## src/rtl/rect_fill_if.sv

```systemverilog
// Command channel and framebuffer write-port bus of rect_fill_engine.
// Handshake: a command transfers on a rising edge where cmd_valid && cmd_ready; the
// command fields are sampled only on that edge, and cmd_valid may be held across busy.
interface rect_fill_if #(
  parameter int XW    = 9,
  parameter int YW    = 8,
  parameter int PIX_W = 1
);
  logic             cmd_valid;
  logic             cmd_ready;
  logic [15:0]      cmd_x1;
  logic [15:0]      cmd_y1;
  logic [15:0]      cmd_x2;
  logic [15:0]      cmd_y2;
  logic             cmd_mode;
  logic [PIX_W-1:0] cmd_value;
  logic [XW-1:0]    mem_x;
  logic [YW-1:0]    mem_y;
  logic             mem_re;
  logic             mem_we;
  logic [PIX_W-1:0] mem_rdata;
  logic [PIX_W-1:0] mem_wdata;

  modport master (
    output cmd_valid, cmd_x1, cmd_y1, cmd_x2, cmd_y2, cmd_mode, cmd_value, mem_rdata,
    input  cmd_ready, mem_x, mem_y, mem_re, mem_we, mem_wdata
  );

  modport slave (
    input  cmd_valid, cmd_x1, cmd_y1, cmd_x2, cmd_y2, cmd_mode, cmd_value, mem_rdata,
    output cmd_ready, mem_x, mem_y, mem_re, mem_we, mem_wdata
  );
endinterface

```

## src/rtl/rect_fill_engine.sv

```systemverilog
// Rectangle fill/invert engine on the framebuffer write port; walks the clipped rectangle in raster order.
// Optional FILL_BLANK_GATE_EN: FILL writes and RD reads only issue while blanking=1.
module rect_fill_engine #(
  parameter int FB_W  = 512,
  parameter int FB_H  = 256,
  parameter int XW    = 9,
  parameter int YW    = 8,
  parameter int PIX_W = 1
) (
  input  logic       clk,
  input  logic       reset,
  input  logic       blanking,
  rect_fill_if.slave bus,
  output logic       busy,
  output logic       done,
  output logic [2:0] dbg_state
);

  typedef enum logic [2:0] {IDLE, SETUP, FILL, RD, WR, DONE} state_t;

  localparam logic [15:0] X_LIM = 16'(FB_W);
  localparam logic [15:0] Y_LIM = 16'(FB_H);
  localparam logic [15:0] X_MAX = 16'(FB_W - 1);
  localparam logic [15:0] Y_MAX = 16'(FB_H - 1);

  state_t           state, state_nxt;
  logic [15:0]      x1_q, y1_q, x2_q, y2_q;
  logic             mode_q;
  logic [PIX_W-1:0] value_q;
  logic [XW-1:0]    x_q, xl_q, xh_q;
  logic [YW-1:0]    y_q, yh_q;
  logic [15:0]      xl, xh, yl, yh, xh_clip, yh_clip;
  logic             empty, go, last, adv;

`ifdef FILL_BLANK_GATE_EN
  assign go = blanking;
`else
  logic unused_blanking;
  assign go              = 1'b1;
  assign unused_blanking = blanking;
`endif

  // Normalise and clip at full 16-bit width; truncation to XW/YW happens at load.
  always_comb begin
    xl      = (x1_q < x2_q) ? x1_q : x2_q;
    xh      = (x1_q < x2_q) ? x2_q : x1_q;
    yl      = (y1_q < y2_q) ? y1_q : y2_q;
    yh      = (y1_q < y2_q) ? y2_q : y1_q;
    empty   = (xl >= X_LIM) || (yl >= Y_LIM);
    xh_clip = (xh > X_MAX) ? X_MAX : xh;
    yh_clip = (yh > Y_MAX) ? Y_MAX : yh;
  end

  assign last      = (x_q == xh_q) && (y_q == yh_q);
  assign adv       = ((state == FILL) && go) || (state == WR);
  assign bus.mem_x = x_q;
  assign bus.mem_y = y_q;
  assign dbg_state = state;

  always_comb begin
    state_nxt     = state;
    bus.cmd_ready = 1'b0;
    bus.mem_re    = 1'b0;
    bus.mem_we    = 1'b0;
    bus.mem_wdata = '0;
    busy          = 1'b0;
    done          = 1'b0;
    case (state)
      IDLE: begin
        bus.cmd_ready = reset;
        if (bus.cmd_valid) state_nxt = SETUP;
      end
      SETUP: begin
        busy = 1'b1;
        if (empty)       state_nxt = DONE;
        else if (mode_q) state_nxt = RD;
        else             state_nxt = FILL;
      end
      FILL: begin
        busy = 1'b1;
        if (go) begin
          bus.mem_we    = 1'b1;
          bus.mem_wdata = value_q;
          if (last) state_nxt = DONE;
        end
      end
      RD: begin
        busy = 1'b1;
        if (go) begin
          bus.mem_re = 1'b1;
          state_nxt  = WR;
        end
      end
      // WR is never gated: the read data is only valid in this one cycle.
      WR: begin
        busy          = 1'b1;
        bus.mem_we    = 1'b1;
        bus.mem_wdata = ~bus.mem_rdata;
        state_nxt     = last ? DONE : RD;
      end
      DONE: begin
        done      = 1'b1;
        state_nxt = IDLE;
      end
      default: state_nxt = IDLE;
    endcase
  end

  always_ff @(posedge clk or negedge reset) begin
    if (!reset) state <= IDLE;
    else        state <= state_nxt;
  end

  always_ff @(posedge clk or negedge reset) begin
    if (!reset) begin
      x1_q    <= '0;
      y1_q    <= '0;
      x2_q    <= '0;
      y2_q    <= '0;
      mode_q  <= 1'b0;
      value_q <= '0;
      x_q     <= '0;
      y_q     <= '0;
      xl_q    <= '0;
      xh_q    <= '0;
      yh_q    <= '0;
    end else begin
      if ((state == IDLE) && bus.cmd_valid) begin
        x1_q    <= bus.cmd_x1;
        y1_q    <= bus.cmd_y1;
        x2_q    <= bus.cmd_x2;
        y2_q    <= bus.cmd_y2;
        mode_q  <= bus.cmd_mode;
        value_q <= bus.cmd_value;
      end
      if (state == SETUP) begin
        xl_q <= XW'(xl);
        xh_q <= XW'(xh_clip);
        yh_q <= YW'(yh_clip);
        x_q  <= XW'(xl);
        y_q  <= YW'(yl);
      end else if (adv) begin
        if (x_q == xh_q) begin
          x_q <= xl_q;
          y_q <= y_q + YW'(1);
        end else begin
          x_q <= x_q + XW'(1);
        end
      end
    end
  end

endmodule

```

## src/flat_wrapper.sv

```systemverilog
// flat-port wrapper written by rule: the top's interface ports become plain ports
module rect_fill_engine_flat 
#(
  parameter int FB_W  = 512,
  parameter int FB_H  = 256,
  parameter int XW    = 9,
  parameter int YW    = 8,
  parameter int PIX_W = 1
)
  (clk, reset, blanking, busy, done, dbg_state, bus_cmd_valid, bus_cmd_x1, bus_cmd_y1, bus_cmd_x2, bus_cmd_y2, bus_cmd_mode, bus_cmd_value, bus_mem_rdata, bus_cmd_ready, bus_mem_x, bus_mem_y, bus_mem_re, bus_mem_we, bus_mem_wdata);
  rect_fill_if #(.XW(XW), .YW(YW), .PIX_W(PIX_W)) bus_i ();
  input  logic clk;
  input  logic reset;
  input  logic blanking;
  output logic busy;
  output logic done;
  output logic [2:0] dbg_state;
  input wire logic [$bits(bus_i.cmd_valid)-1:0] bus_cmd_valid;
  input wire logic [$bits(bus_i.cmd_x1)-1:0] bus_cmd_x1;
  input wire logic [$bits(bus_i.cmd_y1)-1:0] bus_cmd_y1;
  input wire logic [$bits(bus_i.cmd_x2)-1:0] bus_cmd_x2;
  input wire logic [$bits(bus_i.cmd_y2)-1:0] bus_cmd_y2;
  input wire logic [$bits(bus_i.cmd_mode)-1:0] bus_cmd_mode;
  input wire logic [$bits(bus_i.cmd_value)-1:0] bus_cmd_value;
  input wire logic [$bits(bus_i.mem_rdata)-1:0] bus_mem_rdata;
  output wire logic [$bits(bus_i.cmd_ready)-1:0] bus_cmd_ready;
  output wire logic [$bits(bus_i.mem_x)-1:0] bus_mem_x;
  output wire logic [$bits(bus_i.mem_y)-1:0] bus_mem_y;
  output wire logic [$bits(bus_i.mem_re)-1:0] bus_mem_re;
  output wire logic [$bits(bus_i.mem_we)-1:0] bus_mem_we;
  output wire logic [$bits(bus_i.mem_wdata)-1:0] bus_mem_wdata;
  assign bus_i.cmd_valid = bus_cmd_valid;
  assign bus_i.cmd_x1 = bus_cmd_x1;
  assign bus_i.cmd_y1 = bus_cmd_y1;
  assign bus_i.cmd_x2 = bus_cmd_x2;
  assign bus_i.cmd_y2 = bus_cmd_y2;
  assign bus_i.cmd_mode = bus_cmd_mode;
  assign bus_i.cmd_value = bus_cmd_value;
  assign bus_i.mem_rdata = bus_mem_rdata;
  assign bus_cmd_ready = bus_i.cmd_ready;
  assign bus_mem_x = bus_i.mem_x;
  assign bus_mem_y = bus_i.mem_y;
  assign bus_mem_re = bus_i.mem_re;
  assign bus_mem_we = bus_i.mem_we;
  assign bus_mem_wdata = bus_i.mem_wdata;
  rect_fill_engine #(.FB_W(FB_W), .FB_H(FB_H), .XW(XW), .YW(YW), .PIX_W(PIX_W)) u_core (.clk(clk), .reset(reset), .blanking(blanking), .bus(bus_i), .busy(busy), .done(done), .dbg_state(dbg_state));
endmodule
```

## config.mk

```make
export PLATFORM = sky130hd
export DESIGN_NAME = rect_fill_engine_flat
export DESIGN_NICKNAME = d
export VERILOG_FILES = /design/src/rtl/rect_fill_if.sv /design/src/rtl/rect_fill_engine.sv /design/src/flat_wrapper.sv
export SDC_FILE = /design/constraint.sdc
export NUM_CORES = 1
export LEC_CHECK = 0
export CORE_MARGIN = 4
export CORE_UTILIZATION = 55
export DETAILED_ROUTE_END_ITERATION = 12
export HOLD_SLACK_MARGIN = 0.06
export MAX_ROUTING_LAYER = met4
export PLACE_DENSITY = 0.81
export REMOVE_ABC_BUFFERS = 1
export SYNTH_ARGS = -nofsm -noshare
export SYNTH_HDL_FRONTEND = slang
export SYNTH_SLANG_ARGS = --single-unit
```

## constraint.sdc

```tcl
create_clock -name clk -period 3.03 [get_ports clk]
set_input_delay 0.606 -clock clk [delete_from_list [all_inputs] [get_ports clk]]
set_output_delay 0.606 -clock clk [all_outputs]
set_load 0.01 [all_outputs]
```

# Word level (Yosys, flattened, before mapping)
# Index checks and enable logic that the tools add are counted.
# word_totals
latch_bits	0
out_inout_bits	26
memories	0
mem_bits_rw	0
wordCells	65
reg_bits	112
romBits	0
# op_classes
n_eq_ne	9
order_cmp	6
n_bitwise	1
div_mod_pow	0
n_mux	24
multipliers	0
n_reduce_logical	11
n_addsub	2
shifts	0
# ops
cell	count
two-way mux 16 bit	4
two-way mux 9 bit	4
less-than comparator 16 bit	2
two-way mux 8 bit	4
>= comparator 16 x 10 -> 1 bit (second input constant)	1
>= comparator 16 x 9 -> 1 bit (second input constant)	1
greater-than comparator 16 x 8 -> 1 bit (second input constant)	1
greater-than comparator 16 x 9 -> 1 bit (second input constant)	1
one-hot mux 3 bit (5 select lines)	1
two-way mux 3 bit	4
adder 9 x 1 -> 9 bit (second input constant)	1
equality test 9 bit	1
adder 8 x 1 -> 8 bit (second input constant)	1
equality test 8 bit	1
equality test 3 x 2 -> 1 bit (second input constant)	2
equality test 3 bit (second input constant)	2
two-way mux 1 bit	6
AND reduction 2 bit	2
nonzero test 2 bit	2
OR reduction 4 bit	1
equality test 3 x 1 -> 1 bit (second input constant)	1
logical NOT 3 bit	1
logical AND 1 bit	2
logical OR 1 bit	2
other kinds (5)	5

# Logic depth before layout (Yosys ltp)
# logic_depth
ltp_word	6
depth_mapped	11
ltp_nobuf	9

# Worst setup path after synthesis
# No wires, ideal clock.
# synth_timing
path_type	flip-flop to flip-flop
from	register u_core.x1_q[11]
to	register u_core.state[2] (netlist: u_core.dbg_state[2])
setup_ns	0.124
path_buffers	1
stages_incl_launch_ff	10
arrival_time_ns	2.316
period_less_slack_ns	2.440
slack_ns	0.590
required_ns	2.906
path_cell_list	dfrtp_1 > ha_1 > and4_1 > o211ai_1 > or4_1 > o2111ai_1 > buf_6 > mux2i_1 > nand2_1 > a211o_1
# synth_via
elab_chain_cells	6
# synth_lines
element	line_no	text
from (decl)	rect_fill_engine.sv:27	logic [15:0] x1_q, y1_q, x2_q, y2_q;
from (signal assigned)	rect_fill_engine.sv:129	x1_q <= bus.cmd_x1;
less-than comparator 16 bit	rect_fill_engine.sv:45	xl = (x1_q < x2_q) ? x1_q : x2_q;
two-way mux 16 bit (*)	rect_fill_engine.sv:45	
>= comparator 16 x 10 -> 1 bit (*)	rect_fill_engine.sv:49	empty = (xl >= X_LIM) || (yl >= Y_LIM);
logical OR 1 bit (*)	rect_fill_engine.sv:49	
two-way mux 3 bit (*)	rect_fill_engine.sv:75	if (empty) state_nxt = DONE;
one-hot mux 3 bit (5 select lines) (*)	rect_fill_engine.sv:68	case (state)
to (signal assigned)	rect_fill_engine.sv:111	else state <= state_nxt;
to (decl)	rect_fill_engine.sv:26	state_t state, state_nxt;
# Every way passes the cells marked *; elsewhere a longest branch is shown, timed or not.
# A chain may end at the register's enable or synchronous reset.

# Final worst setup path
# layout_timing
from	register u_core.x2_q[11]
to	register u_core.x_q[1] (netlist: u_core.bus.mem_x[1])
# layout_via
elab_chain_cells	3
# layout_lines
element	line_no	text
from (decl)	rect_fill_engine.sv:27	
from (signal assigned)	rect_fill_engine.sv:131	x2_q <= bus.cmd_x2;
less-than comparator 16 bit	rect_fill_engine.sv:45	
two-way mux 16 bit	rect_fill_engine.sv:45	
two-way mux 9 bit	rect_fill_engine.sv:136	if (state == SETUP) begin
to (signal assigned)	rect_fill_engine.sv:140	x_q <= XW'(xl);
to (signal assigned)	rect_fill_engine.sv:144	x_q <= xl_q;
to (signal assigned)	rect_fill_engine.sv:147	x_q <= x_q + XW'(1);
to (decl)	rect_fill_engine.sv:30	logic [XW-1:0] x_q, xl_q, xh_q;
# No other way between the ends.

==> results.cfg <==
[grt]
grt_pass1_wl_um = 25000
grt_pass1_vias = 5258
grt_use_met1_pct = 31.9
grt_busiest_layer = met2
gr-usage-met2_pct = 39.0
track_usage_pct = 24.4
antenna_found_initial = 0
met3_usage_pct = 4.11
overflow = 0
grt_max_degree = 66

[logic_synthesis]
ys_dominant_reg_cell = dfrtp_1
yosysTopAreaCell = dfrtp_1
synthTopCellsByArea = dfrtp_1 (45%), mux2_2 (7.0%), ha_1 (6.4%), o21ai_0 (4.5%), nand2_1 (4.1%)
syn_avg_cell_area_um2 = 9.67
netlist_area_mm2 = 0.00627
ys_warn_count = 0
synthArstFlopShare_pct = 100
yosysSeqAreaShare_pct = 44.7
synthDistinctLibCells = 58
syn_inst = 649
synth-edff-count = 0
netlist.area_leader.share_pct = 44.7
ys_ff_latch = 112

[clock_network]
cts_tree = done
root_buffer = clkbuf_16
clkTransAtPathRegs_ps = 70
clock_latency_ps = 350
post_cts_buffers = 0
clock_sinks = 112
clk_path_buf_depth = 2
ctsResizeCount = 0
cts_hold_buf = 0
ctsHtreeMaxLevel = 3
cts_buffers = 9

[finish]
fin_nets = 836
final_core_util_pct = 69.7
antenna_cells = 0
final_cells = 878
final_common_cell = dfrtp_1
syn2layout_area_growth_pct = 22.0
layout-drive-gt1-share_pct = 10.7
final_cell_mix = dfrtp_1 (112), clkdlybuf4s50_1 (94), nand2_1 (68), nor2_1 (58), o21ai_0 (57)

[power]
p_int_mw = 5.04
p_clk_share_pct = 13.4
swShare_pct = 42.1
ir_drop_v = 0.000602
power.leakage_nw = 3.16
pwr-share-seq_pct = 33.0
p_comb_share_pct = 53.6
p_total_mw = 8.71
p_switching_mw = 3.66
cellPowerDensity_mw_per_mm2 = 1140

[timing]
final.period_utilization_pct = 93.2
drv_slew = 0
relSlewSlack_pct = 44.1
max_freq_ghz = 0.354
fin_skew_ps = 6.74
period_needed_ps = 2820
grt_setup_unrepaired = no
hold_violations = 0
worst_slack_ps = 205
tightest_slew_ps = 838
setup_viol = 0

[place]
post-place-ws_ps = 286
gp_congestion = 0.896
dp_hpwl_um = 11000
place_inst = 862
io_buffer_count = 95

[setup_path]
crit_fanout = 23
slowest_stage = or4_1
crit_path_start_kind = register
crit_chain = inv_1 -> ha_1 -> and4_1 -> o211ai_1 -> or4_1 -> o2111ai_2 -> buf_12 -> mux2i_1 -> nand2_1 -> a22o_1
crit_type = register to register
cpPeakStageDelay_ps = 550
worstSetupEndpointType = register
worstPathArrival_ps = 3060
required_ps = 3270

[run_status]
status = finished clean

[route]
firstDrtPassIters = 5
wl_per_cell_um = 17.2
num_vias = 5133
drc = 0
drt-vias-per-instance = 5.85
dr.first_iter.drc_count = 372
routed_wl_um = 15100
ant_nets = 0

[floorplanning]
core_mm2 = 0.0110
die_y_um = 115
die_w_um = 115
die-area_mm2 = 0.0132
num_rows = 38
io_pins = 97
initial_core_util_pct = 57.1

[min_path]
hp-class = register to register

[flow_run]
maxCapViolCount = 0
-- routing by layer --
layer	routed length, µm	up-vias
li1	-	2474
met1	6610	2470
met4	279	0
met3	785	24
met2	7420	165
met5	0	-
-- registers in the layout (all words and copies together), names as in the netlist --
name and count:
u_core.mode_q 1, u_core.xl_q 9, u_core.x2_q 16, u_core.y1_q 16
u_core.yh_q 8, u_core.value_q 1, u_core.xh_q 9, u_core.bus.mem_x 9
u_core.y2_q 16, u_core.dbg_state 3, u_core.x1_q 16, u_core.bus.mem_y 8
-- metrics by stage --
step | instance area (µm²) | setup TNS (ps) | hold WS [ps]
CTS | 7650 | 0 | 485
floorplan | 6090 | -49940 | 310
global placement | 7370 | 0 | 457
detailed placement | 7370 | 0 | 470
global route | 7650 | 0 | 514
finish | 7650 | 0 | 480
-- logic make-up after synthesis --
family,after synthesis,synth area share [%]
XOR/XNOR,22,3.07
adder cells (fa/ha/maj),32,6.38
flip-flops,112,44.7
AND/OR/NAND/NOR,182,13.2
AO/OA/AOI/OAI,164,16.6
multiplexers,62,10.8
buffers and inverters,75,5.26
-- critical path: cells and delay by family (launching register included) --
kind	cells	cell delay (ps)
adder cells (fa/ha/maj)	1	320
multiplexers	1	260
buffers and inverters	2	300
flip-flops	1	340
AO/OA/AOI/OAI	3	560
AND/OR/NAND/NOR	3	910
-- synthesized netlist by cell type, drive strengths merged, types with 5 or more instances --
cell type  number
a21oi          33
a31oi          23
and4            5
buf            13
clkbuf         23
dfrtp         112
ha             32
inv            38
mux2           39
mux2i          23
nand2          68
nand3           6
nand4          10
nor2           58
nor3            9
nor4            8
o21a            8
o21ai          57
xnor2          13
xor2            9
-- final cells by class --
class	count	area, µm²
clock inverter	4	45.0
clock buffer	12	236
multi-input combinational	462	3160
inverter	39	146
timing repair buffer	109	1090
tap	140	175
fill	848	3330
sequential	112	2800
-- power by group through the flow --
stage          Clock [mW]  Sequential, mW  Combinational (mW)
6_report             1.17            2.87                4.67
5_1_grt              1.24            2.97                5.20
4_1_cts              1.18            2.86                4.67
3_5_place_dp            0            2.88                4.61
3_3_place_gp            0            2.83                4.40
2_1_floorplan           0            2.75                3.16
-- path summary, 6_finish.rpt --
check	depth (start not counted)	from	slack (ps)	endpoint
worst max-delay path	10	u_core.x2_q[11]	210	u_core.bus.mem_x[1]
worst min-delay path	1	u_core.xl_q[7]	480	u_core.xl_q[7]
worst max register to register	10	u_core.x2_q[11]	210	u_core.bus.mem_x[1]
worst min register to register	1	u_core.xl_q[7]	480	u_core.xl_q[7]
max in group asynchronous	3	reset	1330	u_core.x1_q[7]
min in group asynchronous	2	reset	500	u_core.x1_q[1]
Power figures use the tool's default switching activity.
